===== src/rtl/punc_defs_pkg.sv =====
// PUnC (LC-3) ISA constants shared by the operand-fetch stage and its decoder.
package punc_defs;

  localparam logic [3:0] OP_BR   = 4'b0000;
  localparam logic [3:0] OP_ADD  = 4'b0001;
  localparam logic [3:0] OP_LD   = 4'b0010;
  localparam logic [3:0] OP_ST   = 4'b0011;
  localparam logic [3:0] OP_JSR  = 4'b0100;
  localparam logic [3:0] OP_AND  = 4'b0101;
  localparam logic [3:0] OP_LDR  = 4'b0110;
  localparam logic [3:0] OP_STR  = 4'b0111;
  localparam logic [3:0] OP_RTI  = 4'b1000;
  localparam logic [3:0] OP_NOT  = 4'b1001;
  localparam logic [3:0] OP_LDI  = 4'b1010;
  localparam logic [3:0] OP_STI  = 4'b1011;
  localparam logic [3:0] OP_JMP  = 4'b1100;
  localparam logic [3:0] OP_LEA  = 4'b1110;
  localparam logic [3:0] OP_TRAP = 4'b1111;

  localparam int OPCODE_MSB   = 15;
  localparam int OPCODE_LSB   = 12;
  localparam int DR_MSB       = 11;
  localparam int DR_LSB       = 9;
  localparam int SR1_MSB      = 8;
  localparam int SR1_LSB      = 6;
  localparam int SR2_MSB      = 2;
  localparam int SR2_LSB      = 0;
  localparam int IMM_FLAG_BIT = 5;
  localparam int JSR_MODE_BIT = 11;

  localparam logic [2:0] REG_R7 = 3'd7;

endpackage


===== src/rtl/operand_decode.sv =====
// Combinational register-field decode of one PUnC instruction word.
module operand_decode
  import punc_defs::*;
#(
  parameter int DATA_WIDTH = 16,
  parameter int ADDR_WIDTH = 3
) (
  input  logic [DATA_WIDTH-1:0] instr,
  output logic [ADDR_WIDTH-1:0] sr1,
  output logic [ADDR_WIDTH-1:0] sr2,
  output logic [ADDR_WIDTH-1:0] st_sr,
  output logic [ADDR_WIDTH-1:0] dr,
  output logic                  use_sr1,
  output logic                  use_sr2,
  output logic                  use_st,
  output logic                  writes
);

  logic [3:0] opcode;
  logic       imm_mode;
  logic       jsr_pc_rel;
  logic       unused_bits;

  assign opcode      = instr[OPCODE_MSB:OPCODE_LSB];
  assign imm_mode    = instr[IMM_FLAG_BIT];
  assign jsr_pc_rel  = instr[JSR_MODE_BIT];
  assign sr1         = instr[SR1_MSB:SR1_LSB];
  assign sr2         = instr[SR2_MSB:SR2_LSB];
  assign st_sr       = instr[DR_MSB:DR_LSB];
  assign unused_bits = ^instr[4:3];

  always_comb begin
    use_sr1 = 1'b0;
    use_sr2 = 1'b0;
    use_st  = 1'b0;
    writes  = 1'b0;
    dr      = '0;
    case (opcode)
      OP_ADD, OP_AND: begin
        use_sr1 = 1'b1;
        use_sr2 = !imm_mode;
        writes  = 1'b1;
        dr      = instr[DR_MSB:DR_LSB];
      end
      OP_NOT, OP_LDR: begin
        use_sr1 = 1'b1;
        writes  = 1'b1;
        dr      = instr[DR_MSB:DR_LSB];
      end
      OP_LD, OP_LDI, OP_LEA: begin
        writes = 1'b1;
        dr     = instr[DR_MSB:DR_LSB];
      end
      OP_JMP: use_sr1 = 1'b1;
      // JSRR takes its target from BaseR; plain JSR is PC-relative.
      OP_JSR: begin
        use_sr1 = !jsr_pc_rel;
        writes  = 1'b1;
        dr      = REG_R7;
      end
      OP_TRAP: begin
        writes = 1'b1;
        dr     = REG_R7;
      end
      OP_ST, OP_STI: use_st = 1'b1;
      OP_STR: begin
        use_sr1 = 1'b1;
        use_st  = 1'b1;
      end
      default: ;
    endcase
  end

endmodule


===== src/rtl/operand_fetch.sv =====
// Issue stage: decodes register fields, reads the register file, and holds a
// one-entry operand bundle for execute behind a busy-bit scoreboard.
module operand_fetch
  import punc_defs::*;
#(
  parameter int DATA_WIDTH = 16,
  parameter int ADDR_WIDTH = 3,
  parameter int N_REGS     = 8
) (
  input  logic                  clk,
  input  logic                  rst,
  input  logic                  in_valid,
  output logic                  in_ready,
  input  logic [DATA_WIDTH-1:0] in_instr,
  input  logic [DATA_WIDTH-1:0] in_pc,
  output logic [ADDR_WIDTH-1:0] rf_r_addr_0,
  output logic [ADDR_WIDTH-1:0] rf_r_addr_1,
  output logic [ADDR_WIDTH-1:0] rf_r_addr_2,
  input  logic [DATA_WIDTH-1:0] rf_r_data_0,
  input  logic [DATA_WIDTH-1:0] rf_r_data_1,
  input  logic [DATA_WIDTH-1:0] rf_r_data_2,
  input  logic                  wb_valid,
  input  logic [ADDR_WIDTH-1:0] wb_addr,
  input  logic                  flush,
  output logic                  out_valid,
  input  logic                  out_ready,
  output logic [DATA_WIDTH-1:0] out_instr,
  output logic [DATA_WIDTH-1:0] out_pc,
  output logic [DATA_WIDTH-1:0] out_src1,
  output logic [DATA_WIDTH-1:0] out_src2,
  output logic [DATA_WIDTH-1:0] out_src_st,
  output logic [ADDR_WIDTH-1:0] out_dr,
  output logic                  out_wr
);

  logic [ADDR_WIDTH-1:0] sr1, sr2, st_sr, dr;
  logic                  use_sr1, use_sr2, use_st, writes;
  logic                  hazard, fire;

  logic                  out_valid_q, out_valid_d;
  logic [DATA_WIDTH-1:0] out_instr_q, out_instr_d;
  logic [DATA_WIDTH-1:0] out_pc_q, out_pc_d;
  logic [DATA_WIDTH-1:0] out_src1_q, out_src1_d;
  logic [DATA_WIDTH-1:0] out_src2_q, out_src2_d;
  logic [DATA_WIDTH-1:0] out_src_st_q, out_src_st_d;
  logic [ADDR_WIDTH-1:0] out_dr_q, out_dr_d;
  logic                  out_wr_q, out_wr_d;
  logic [N_REGS-1:0]     busy_q, busy_d;

  operand_decode #(
    .DATA_WIDTH(DATA_WIDTH),
    .ADDR_WIDTH(ADDR_WIDTH)
  ) u_decode (
    .instr  (in_instr),
    .sr1    (sr1),
    .sr2    (sr2),
    .st_sr  (st_sr),
    .dr     (dr),
    .use_sr1(use_sr1),
    .use_sr2(use_sr2),
    .use_st (use_st),
    .writes (writes)
  );

  assign rf_r_addr_0 = use_sr1 ? sr1   : '0;
  assign rf_r_addr_1 = use_sr2 ? sr2   : '0;
  assign rf_r_addr_2 = use_st  ? st_sr : '0;

  assign hazard = in_valid && ((use_sr1 && busy_q[sr1]) ||
                               (use_sr2 && busy_q[sr2]) ||
                               (use_st  && busy_q[st_sr]) ||
                               (writes  && busy_q[dr]));

  assign in_ready = !hazard && (!out_valid_q || out_ready) && !flush;
  assign fire     = in_valid && in_ready;

  always_comb begin
    out_valid_d  = out_valid_q;
    out_instr_d  = out_instr_q;
    out_pc_d     = out_pc_q;
    out_src1_d   = out_src1_q;
    out_src2_d   = out_src2_q;
    out_src_st_d = out_src_st_q;
    out_dr_d     = out_dr_q;
    out_wr_d     = out_wr_q;
    busy_d       = busy_q;

    if (flush)          out_valid_d = 1'b0;
    else if (fire)      out_valid_d = 1'b1;
    else if (out_ready) out_valid_d = 1'b0;

    if (fire) begin
      out_instr_d  = in_instr;
      out_pc_d     = in_pc;
      out_src1_d   = use_sr1 ? rf_r_data_0 : '0;
      out_src2_d   = use_sr2 ? rf_r_data_1 : '0;
      out_src_st_d = use_st  ? rf_r_data_2 : '0;
      out_dr_d     = dr;
      out_wr_d     = writes;
    end

    // Clears first so a same-edge set on the same register wins.
    if (wb_valid) busy_d[wb_addr] = 1'b0;
    if (flush && out_valid_q && out_wr_q) busy_d[out_dr_q] = 1'b0;
    if (fire && writes) busy_d[dr] = 1'b1;
  end

  always_ff @(posedge clk) begin
    if (rst) begin
      out_valid_q  <= 1'b0;
      out_instr_q  <= '0;
      out_pc_q     <= '0;
      out_src1_q   <= '0;
      out_src2_q   <= '0;
      out_src_st_q <= '0;
      out_dr_q     <= '0;
      out_wr_q     <= 1'b0;
      busy_q       <= '0;
    end else begin
      out_valid_q  <= out_valid_d;
      out_instr_q  <= out_instr_d;
      out_pc_q     <= out_pc_d;
      out_src1_q   <= out_src1_d;
      out_src2_q   <= out_src2_d;
      out_src_st_q <= out_src_st_d;
      out_dr_q     <= out_dr_d;
      out_wr_q     <= out_wr_d;
      busy_q       <= busy_d;
    end
  end

  assign out_valid  = out_valid_q;
  assign out_instr  = out_instr_q;
  assign out_pc     = out_pc_q;
  assign out_src1   = out_src1_q;
  assign out_src2   = out_src2_q;
  assign out_src_st = out_src_st_q;
  assign out_dr     = out_dr_q;
  assign out_wr     = out_wr_q;

endmodule


===== config.mk =====
export PLATFORM = sky130hd
export DESIGN_NAME = operand_fetch
export DESIGN_NICKNAME = d
export VERILOG_FILES = /design/src/rtl/punc_defs_pkg.sv /design/src/rtl/operand_decode.sv /design/src/rtl/operand_fetch.sv
export SDC_FILE = /design/constraint.sdc
export NUM_CORES = 1
export LEC_CHECK = 0
export ABC_AREA = 1
export CORE_ASPECT_RATIO = 1.25
export CORE_MARGIN = 1
export CORE_UTILIZATION = 25
export CTS_BUF_LIST = sky130_fd_sc_hd__clkbuf_16
export DETAILED_ROUTE_END_ITERATION = 16
export HOLD_SLACK_MARGIN = 0.12
export SETUP_SLACK_MARGIN = 0.1
export SLEW_MARGIN = 5
export SYNTH_ARGS = -nofsm -noshare
export SYNTH_HDL_FRONTEND = slang
export SYNTH_SLANG_ARGS = --single-unit

===== constraint.sdc =====
create_clock -name clk -period 2.4 [get_ports clk]
set_input_delay 0.48 -clock clk [delete_from_list [all_inputs] [get_ports clk]]
set_output_delay 0.48 -clock clk [all_outputs]
set_load 0.005 [all_outputs]

==> flow_summary_export.csv, run 1 <==
group,metric,value,unit
outcome,outcome,"completed",
clock_tree,htree_levels,3,
placed_design,numPlacedInstances,1102,
die,fp.dieH,154,µm
cells_and_area,instances_no_fill,1146,
die,start_util,25.5,%
power_and_ir_drop,peakVddDrop,0.000280,V
sta,drv_slew,0,
sta,setup_tns,0,ns
synthesis,syn_area,4600,µm²
synthesis,ys_warn_count,0,
clock_tree,cts_tree,"built",
setup_path,critPathSlowestCell,"dlygate4sd2_1",
setup_path,worstSetupPathType,"primary input to output pin",
global_route,grt_max_degree,72,
placed_design,dp_hpwl,10200,µm
cells_and_area,final_nets,1002,
setup_path,critPathBufInv,7,
setup_path,critical_path.top_delay_family,"buffers and inverters",
cells_and_area,layout-drive-gt1-share,22.7,%
sta,worst_hold_slack,0.460,ns
routing,wl_per_cell,13.2,µm
synthesis,ys_ff_latch,93,
die,core,18000,µm²
sta,slew_headroom,71.0,%
sta,skew,0.0109,ns
setup_path,worstPathMaxFanout,4,
synthesis,synth_top_area_cell,"dfxtp_1",
clock_tree,clkTransAtPathRegs,0.06,ns
global_route,grt_pass1_vias,4537,
power_and_ir_drop,p_per_area,572,nW/µm²
die,io_pins,184,
setup_path,path_cells,"buf_6, nand2_4, buf_4, buf_4, o221ai_4, buf_4, buf_6, inv_1, nor2_1, dlygate4sd2_1",
global_route,grt_pass1_wl,22500,µm
sta,finalCritPeriodShare,93.2,%
setup_path,max_stage_delay,0.24,ns
setup_path,worstSetupStartpointType,"primary input",
synthesis,synthCells,671,
synthesis,syn_nets,760,
setup_path,critPathCaptureType,"output pin",
die,die_w,123,µm
routing,avgViaCountPerCell,4.29,
routing,drt-pass1-iter-count,4,
setup_path,worst_path_most_repeated_cell,"buf_4",
die,die-area,18900,µm²
clock_tree,cts_sinks,93,
synthesis,yosys-top-cells-area,"dfxtp_1 (40%), inv_1 (11%), a21oi_1 (9.7%), nand2_1 (8.7%), nor2_1 (6.0%)",
routing,dr.first_iter.drc_count,209,
cells_and_area,final_util,43.8,%
hold_path,hp-class,"primary input to flip-flop",
clock_tree,clk_path_buf_depth,2,
routing,drt_wl_total,15100,µm
global_route,overflow,0,
synthesis,synth.top_cell.area_share,40.5,%
synthesis,yosysSeqAreaShare,40.5,%
flow_run,maxCapViolCount,0,
clock_tree,cts-root-buf,"clkbuf_16",
routing,ant_nets,0,
cells_and_area,diodes,0,
die,std_cell_rows,55,
routing,drcViolationCount,0,
synthesis,syn_avg_cell_area,6.85,µm²
sta,finalCriticalPeriod,2.24,ns
sta,max_freq,447,MHz
setup_path,arrival,1.76,ns
sta,hold_violations,0,
sta,setup_violations,0,
clock_tree,clk_latency,0.35,ns
cells_and_area,area_growth,71.9,%
global_route,antenna_found_initial,0,
routing,via_count,4919,
power_and_ir_drop,leakagePower,0.00355,µW
setup_path,crit_required,1.92,ns
synthesis,yosysUniqueCellTypes,29,
clock_tree,numCtsBuffers,9,
sta,rsz0062_at_grt,"false",
global_route,track_usage,15.4,%
sta,worst_pin_slew,0.429,ns
cells_and_area,fillers,1825,
placed_design,place.gp.congestion,0.837,
placed_design,port_buffers,183,
[cell type report]
class / instances / area, µm² / share of cell area, %
clock inverters: 7 / 97.6 / 1.23
flip-flops and latches: 93 / 1870 / 23.7
well taps: 228 / 285 / 3.61
repair buffers: 262 / 2630 / 33.3
inverters: 153 / 587 / 7.42
multi-input cells: 394 / 2210 / 27.9
clock buffers: 9 / 225 / 2.85
[worst min-delay path: stages]
cell and delay [ns]:
buf_6 0.10, nor2_1 0.11, nor3b_1 0.06
[placed cells by master, fill, tap and decap left out, drive strengths merged]
| master | instances |
|---|---|
| nor4 | 1 |
| o221ai | 1 |
| nand2 | 111 |
| a31oi | 4 |
| clkdlybuf4s50 | 158 |
| buf | 85 |
| clkinv | 1 |
| nand3 | 9 |
| dfxtp | 93 |
| bufinv | 2 |
| a21oi | 90 |
| nor2 | 79 |
| o21ai | 19 |
| dlygate4sd2 | 11 |
| bufbuf | 1 |
| clkbuf | 16 |
| nor3b | 20 |
| nand4 | 1 |
| a21boi | 1 |
| nor3 | 50 |
| o41ai | 8 |
| clkinvlp | 1 |
| inv | 156 |
[final timing paths]
check                             startpoint                    endpoint  slack [ns]  depth (start not counted)
hold / removal                  in_instr[14]  out_instr[14]$_SDFFE_PP0P_        0.46                          3
setup reg to reg        busy_q[7]$_SDFF_PP0_        busy_q[6]$_SDFF_PP0_        0.29                         14
setup / recovery                in_instr[14]              rf_r_addr_0[1]        0.16                         10
hold reg to reg   out_instr[15]$_SDFFE_PP0P_  out_instr[15]$_SDFFE_PP0P_        0.49                          2
[registers in the layout, summed over array words and instances (netlist names)]
name / cells
out_src2: 16
busy_q: 8
out_src1: 16
out_instr: 16
out_valid: 1
out_src_st: 16
out_dr: 3
out_wr: 1
out_pc: 16
[cells in the mapped netlist]
cell,instances
inv_1,129
nand2_1,107
dfxtp_1,93
a21oi_1,89
nor2_1,73
nor3_1,41
inv_2,24
nor3b_1,20
clkbuf_1,15
o21ai_0,15
nor3_2,9
nand3_1,8
o41ai_1,8
buf_4,6
buf_6,6
buf_2,5
a31oi_1,4
o21ai_1,4
nand2_2,3
nor2_2,3
a21boi_0,1
a21oi_4,1
nand2_4,1
nand3_2,1
nand4_4,1
nor2_4,1
nor2_8,1
nor4_4,1
o221ai_2,1
[layer usage]
metal | track usage (%) | vias up | routed length [µm]
met5 | 0 | - | 0
met4 | 7.69 | 0 | 327
met3 | 3.08 | 21 | 790
met2 | 27.0 | 129 | 7700
met1 | 17.4 | 2206 | 6260
li1 | - | 2563 | -
[per-stage QoR]
stage | instance area [µm²] | total power, µW | setup slack, ns
final | 7910 | 4530 | 0.163
after global routing | 7910 | 4800 | 0.0932
after CTS | 7680 | 4540 | 0.0406
after detailed placement | 7000 | 2850 | -0.822
after global placement | 7000 | 2840 | -0.785
after floorplan | 4600 | 2270 | 0.235
[logic make-up after synthesis]
logic type	share of synthesized area, %
simple gates	28.1
buf+inv	16.7
flops	40.5
compound gates	14.7
[report_power, final]
part	switching (µW)	internal (µW)	leakage [µW]
combinational	546	689	0.00262
sequential	64.8	1660	0.000763
clock	645	919	0.000158
total	1260	3270	0.00355
[timing repair]
item | 4_1_cts | 5_1_grt
pin swaps | 19 | 34
hold buffers | 0 | 0
gates resized for setup | 92 | 75
cloned | 4 | 1
setup endpoints to repair | 103 | 94
buffers inserted | 16 | 8
Note: power is estimated with default switching activity, not from simulation.
==> run 2, diff against run 1 <==
--- a/config.mk
+++ b/config.mk
@@ -8,10 +8,12 @@
 export ABC_AREA = 1
 export CORE_ASPECT_RATIO = 1.25
 export CORE_MARGIN = 1
-export CORE_UTILIZATION = 25
+export CORE_UTILIZATION = 47
 export CTS_BUF_LIST = sky130_fd_sc_hd__clkbuf_16
+export CTS_CLUSTER_SIZE = 14
 export DETAILED_ROUTE_END_ITERATION = 16
 export HOLD_SLACK_MARGIN = 0.12
+export PLACE_DENSITY = 0.86
 export SETUP_SLACK_MARGIN = 0.1
 export SLEW_MARGIN = 5
 export SYNTH_ARGS = -nofsm -noshare
==> constraint.sdc (replaced) <==
create_clock -name clk -period 2.9 [get_ports clk]
set_input_delay 0.58 -clock clk [delete_from_list [all_inputs] [get_ports clk]]
set_output_delay 0.58 -clock clk [all_outputs]
set_load 0.005 [all_outputs]
==> flow_summary_export.csv, run 2 (synthesis gave the netlist of run 1 again) <==
group,metric,value,unit
outcome,outcome,"completed",
setup_path,worstSetupPathType,"primary input to output pin",
die,start_util,48.1,%
routing,routed.top_layer,"met4",
sta,skew,0.00440,ns
sta,max_freq,358,MHz
global_route,track_usage,26.6,%
sta,finalCritPeriodShare,96.3,%
sta,setup_tns,0,ns
routing,ant_nets,0,
clock_tree,cts_sinks,93,
setup_path,crit_cells,10,
sta,finalCriticalPeriod,2.79,ns
setup_path,critical_path.top_delay_family,"buffers and inverters",
die,io_pins,184,
routing,drt-met1-wl,5270,µm
routing,avgViaCountPerCell,4.90,
die,core,9560,µm²
cells_and_area,final_nets,971,
routing,wl_met3,724,µm
cells_and_area,diodes,0,
global_route,grt_max_degree,67,
setup_path,worst_path_most_repeated_cell,"nand2_1",
flow_run,maxCapViolCount,0,
sta,setup_violations,0,
setup_path,timing.rr.start,"busy_q[7]$_SDFF_PP0_",
die,std_cell_rows,40,
sta,worst_pin_slew,0.708,ns
setup_path,worstSetupStartpointType,"primary input",
global_route,grt_pass1_vias,4743,
power_and_ir_drop,leakagePower,0.00328,µW
routing,drcViolationCount,0,
placed_design,dpl_worst_slack,-0.533,ns
sta,rsz0062_at_grt,"true",
global_route,grt_pass1_wl,21800,µm
placed_design,dp_hpwl,10000,µm
setup_path,arrival,2.21,ns
global_route,overflow,0,
routing,drt-pass1-iter-count,4,
placed_design,place.gp.congestion,0.892,
cells_and_area,area_growth,55.0,%
die,die_w,90.5,µm
sta,drv_slew,0,
die,die-area,10200,µm²
setup_path,path_cells,"clkdlybuf4s50_1, inv_1, a21oi_1, o221ai_2, nand2_1, o21ai_1, nor2_2, nand2_1, a21boi_1, clkdlybuf4s15_2",
power_and_ir_drop,p_per_area,488,nW/µm²
routing,met2WireLength,6970,µm
die,fp.dieH,113,µm
hold_path,hp-class,"flip-flop to flip-flop",
sta,worst_hold_slack,0.485,ns
setup_path,rr_worst_depth,15,
routing,wl_per_cell,13.5,µm
setup_path,crit_path_start,"in_instr[11]",
clock_tree,clk_path_buf_depth,2,
setup_path,critPathBufInv,3,
routing,drt_wl_total,13600,µm
clock_tree,cts_tree,"built",
setup_path,worstPathMaxFanout,2,
setup_path,critPathCaptureType,"output pin",
global_route,antenna_found_initial,0,
routing,dr.first_iter.drc_count,262,
routing,via_count,4964,
setup_path,max_stage_delay,0.50,ns
hold_path,hp-start,"out_instr[15]$_SDFFE_PP0P_",
cells_and_area,layout-drive-gt1-share,13.8,%
clock_tree,cts-root-buf,"clkbuf_16",
cells_and_area,final_cell_mix,"clkdlybuf4s50_1 (168), inv_1 (130), nand2_1 (105)",
hold_path,min_path_cells,2,
power_and_ir_drop,peakVddDrop,0.000268,V
cells_and_area,fillers,729,
setup_path,critPathSlowestCell,"clkdlybuf4s50_1",
sta,setup_ws,0.107,ns
setup_path,crit_required,2.32,ns
placed_design,port_buffers,183,
sta,hold_violations,0,
clock_tree,htree_levels,3,
clock_tree,clk_latency,0.34,ns
clock_tree,clkTransAtPathRegs,0.06,ns
clock_tree,numCtsBuffers,9,
sta,slew_headroom,52.8,%
cells_and_area,layout_commonest_cell,"clkdlybuf4s50_1",
## run 2: cell count changes in the layout (fill, tap and decap cells not counted), moves of 7 or more
cell | previous run | this run
a21oi_2 | 10 | 1
inv_1 | 123 | 130
buf_4 | 59 | 45
o21ai_0 | 5 | 14
nor2_1 | 65 | 72
a21oi_1 | 78 | 88
buf_6 | 9 | 1
buf_12 | 10 | 3
dlygate4sd2_1 | 11 | 4
clkdlybuf4s50_1 | 158 | 168
o21ai_1 | 13 | 5
## run 2: worst paths after layout
| kind | to | slack [ns] |
|---|---|---|
| worst max-delay path | in_ready | 0.11 |
| worst min-delay path | out_instr[15]$_SDFFE_PP0P_ | 0.48 |
| worst max register to register | busy_q[6]$_SDFF_PP0_ | 0.58 |
| worst min register to register | out_instr[15]$_SDFFE_PP0P_ | 0.48 |
## run 2: through the flow
stage	instances	power [µW]	cell area, µm²	util [%]
floorplan	671	1870	4600	-
global placement	988	2290	6730	70.4
detailed placement	988	2330	6730	70.4
CTS	1009	3500	7100	74.2
global route	1013	3660	7130	74.6
finish	1013	3480	7130	74.6
## run 2: cell type report
class,instances,area (µm²),area share [%]
multi-input combinational,394,2020,28.4
clock inverter,7,67.6,0.948
sequential,93,1860,26.1
tap,126,158,2.21
inverter,153,574,8.06
timing repair buffer,231,2220,31.1
clock buffer,9,225,3.16
## run 2: repair_timing
action	CTS	global route
gates resized for setup	24	16
hold buffers	0	0
endpoints found under the setup margin	10	13
gates cloned	0	1
pin swaps	5	8
buffers inserted	5	3
## run 2: where the power goes
group	leakage, µW	internal (µW)	total, µW	switching (µW)
clock	0.000148	665	1160	492
combinational	0.00237	479	893	414
sequential	0.000760	1380	1430	55.0
total	0.00328	2520	3480	961
## run 2: tightest hold or removal path, delay by kind of cell, from the launching register on
| family | cells | cell delay (ns) |
|---|---|---|
| compound gates | 1 | 0.06 |
| simple gates | 1 | 0.07 |
| flops | 1 | 0.32 |
## run 2: layer usage
layer / global-route usage (%) / up-vias
met5: 0 / -
met2: 47.2 / 205
met3: 4.81 / 54
met1: 29.4 / 2212
met4: 15.8 / 0
li1: - / 2493
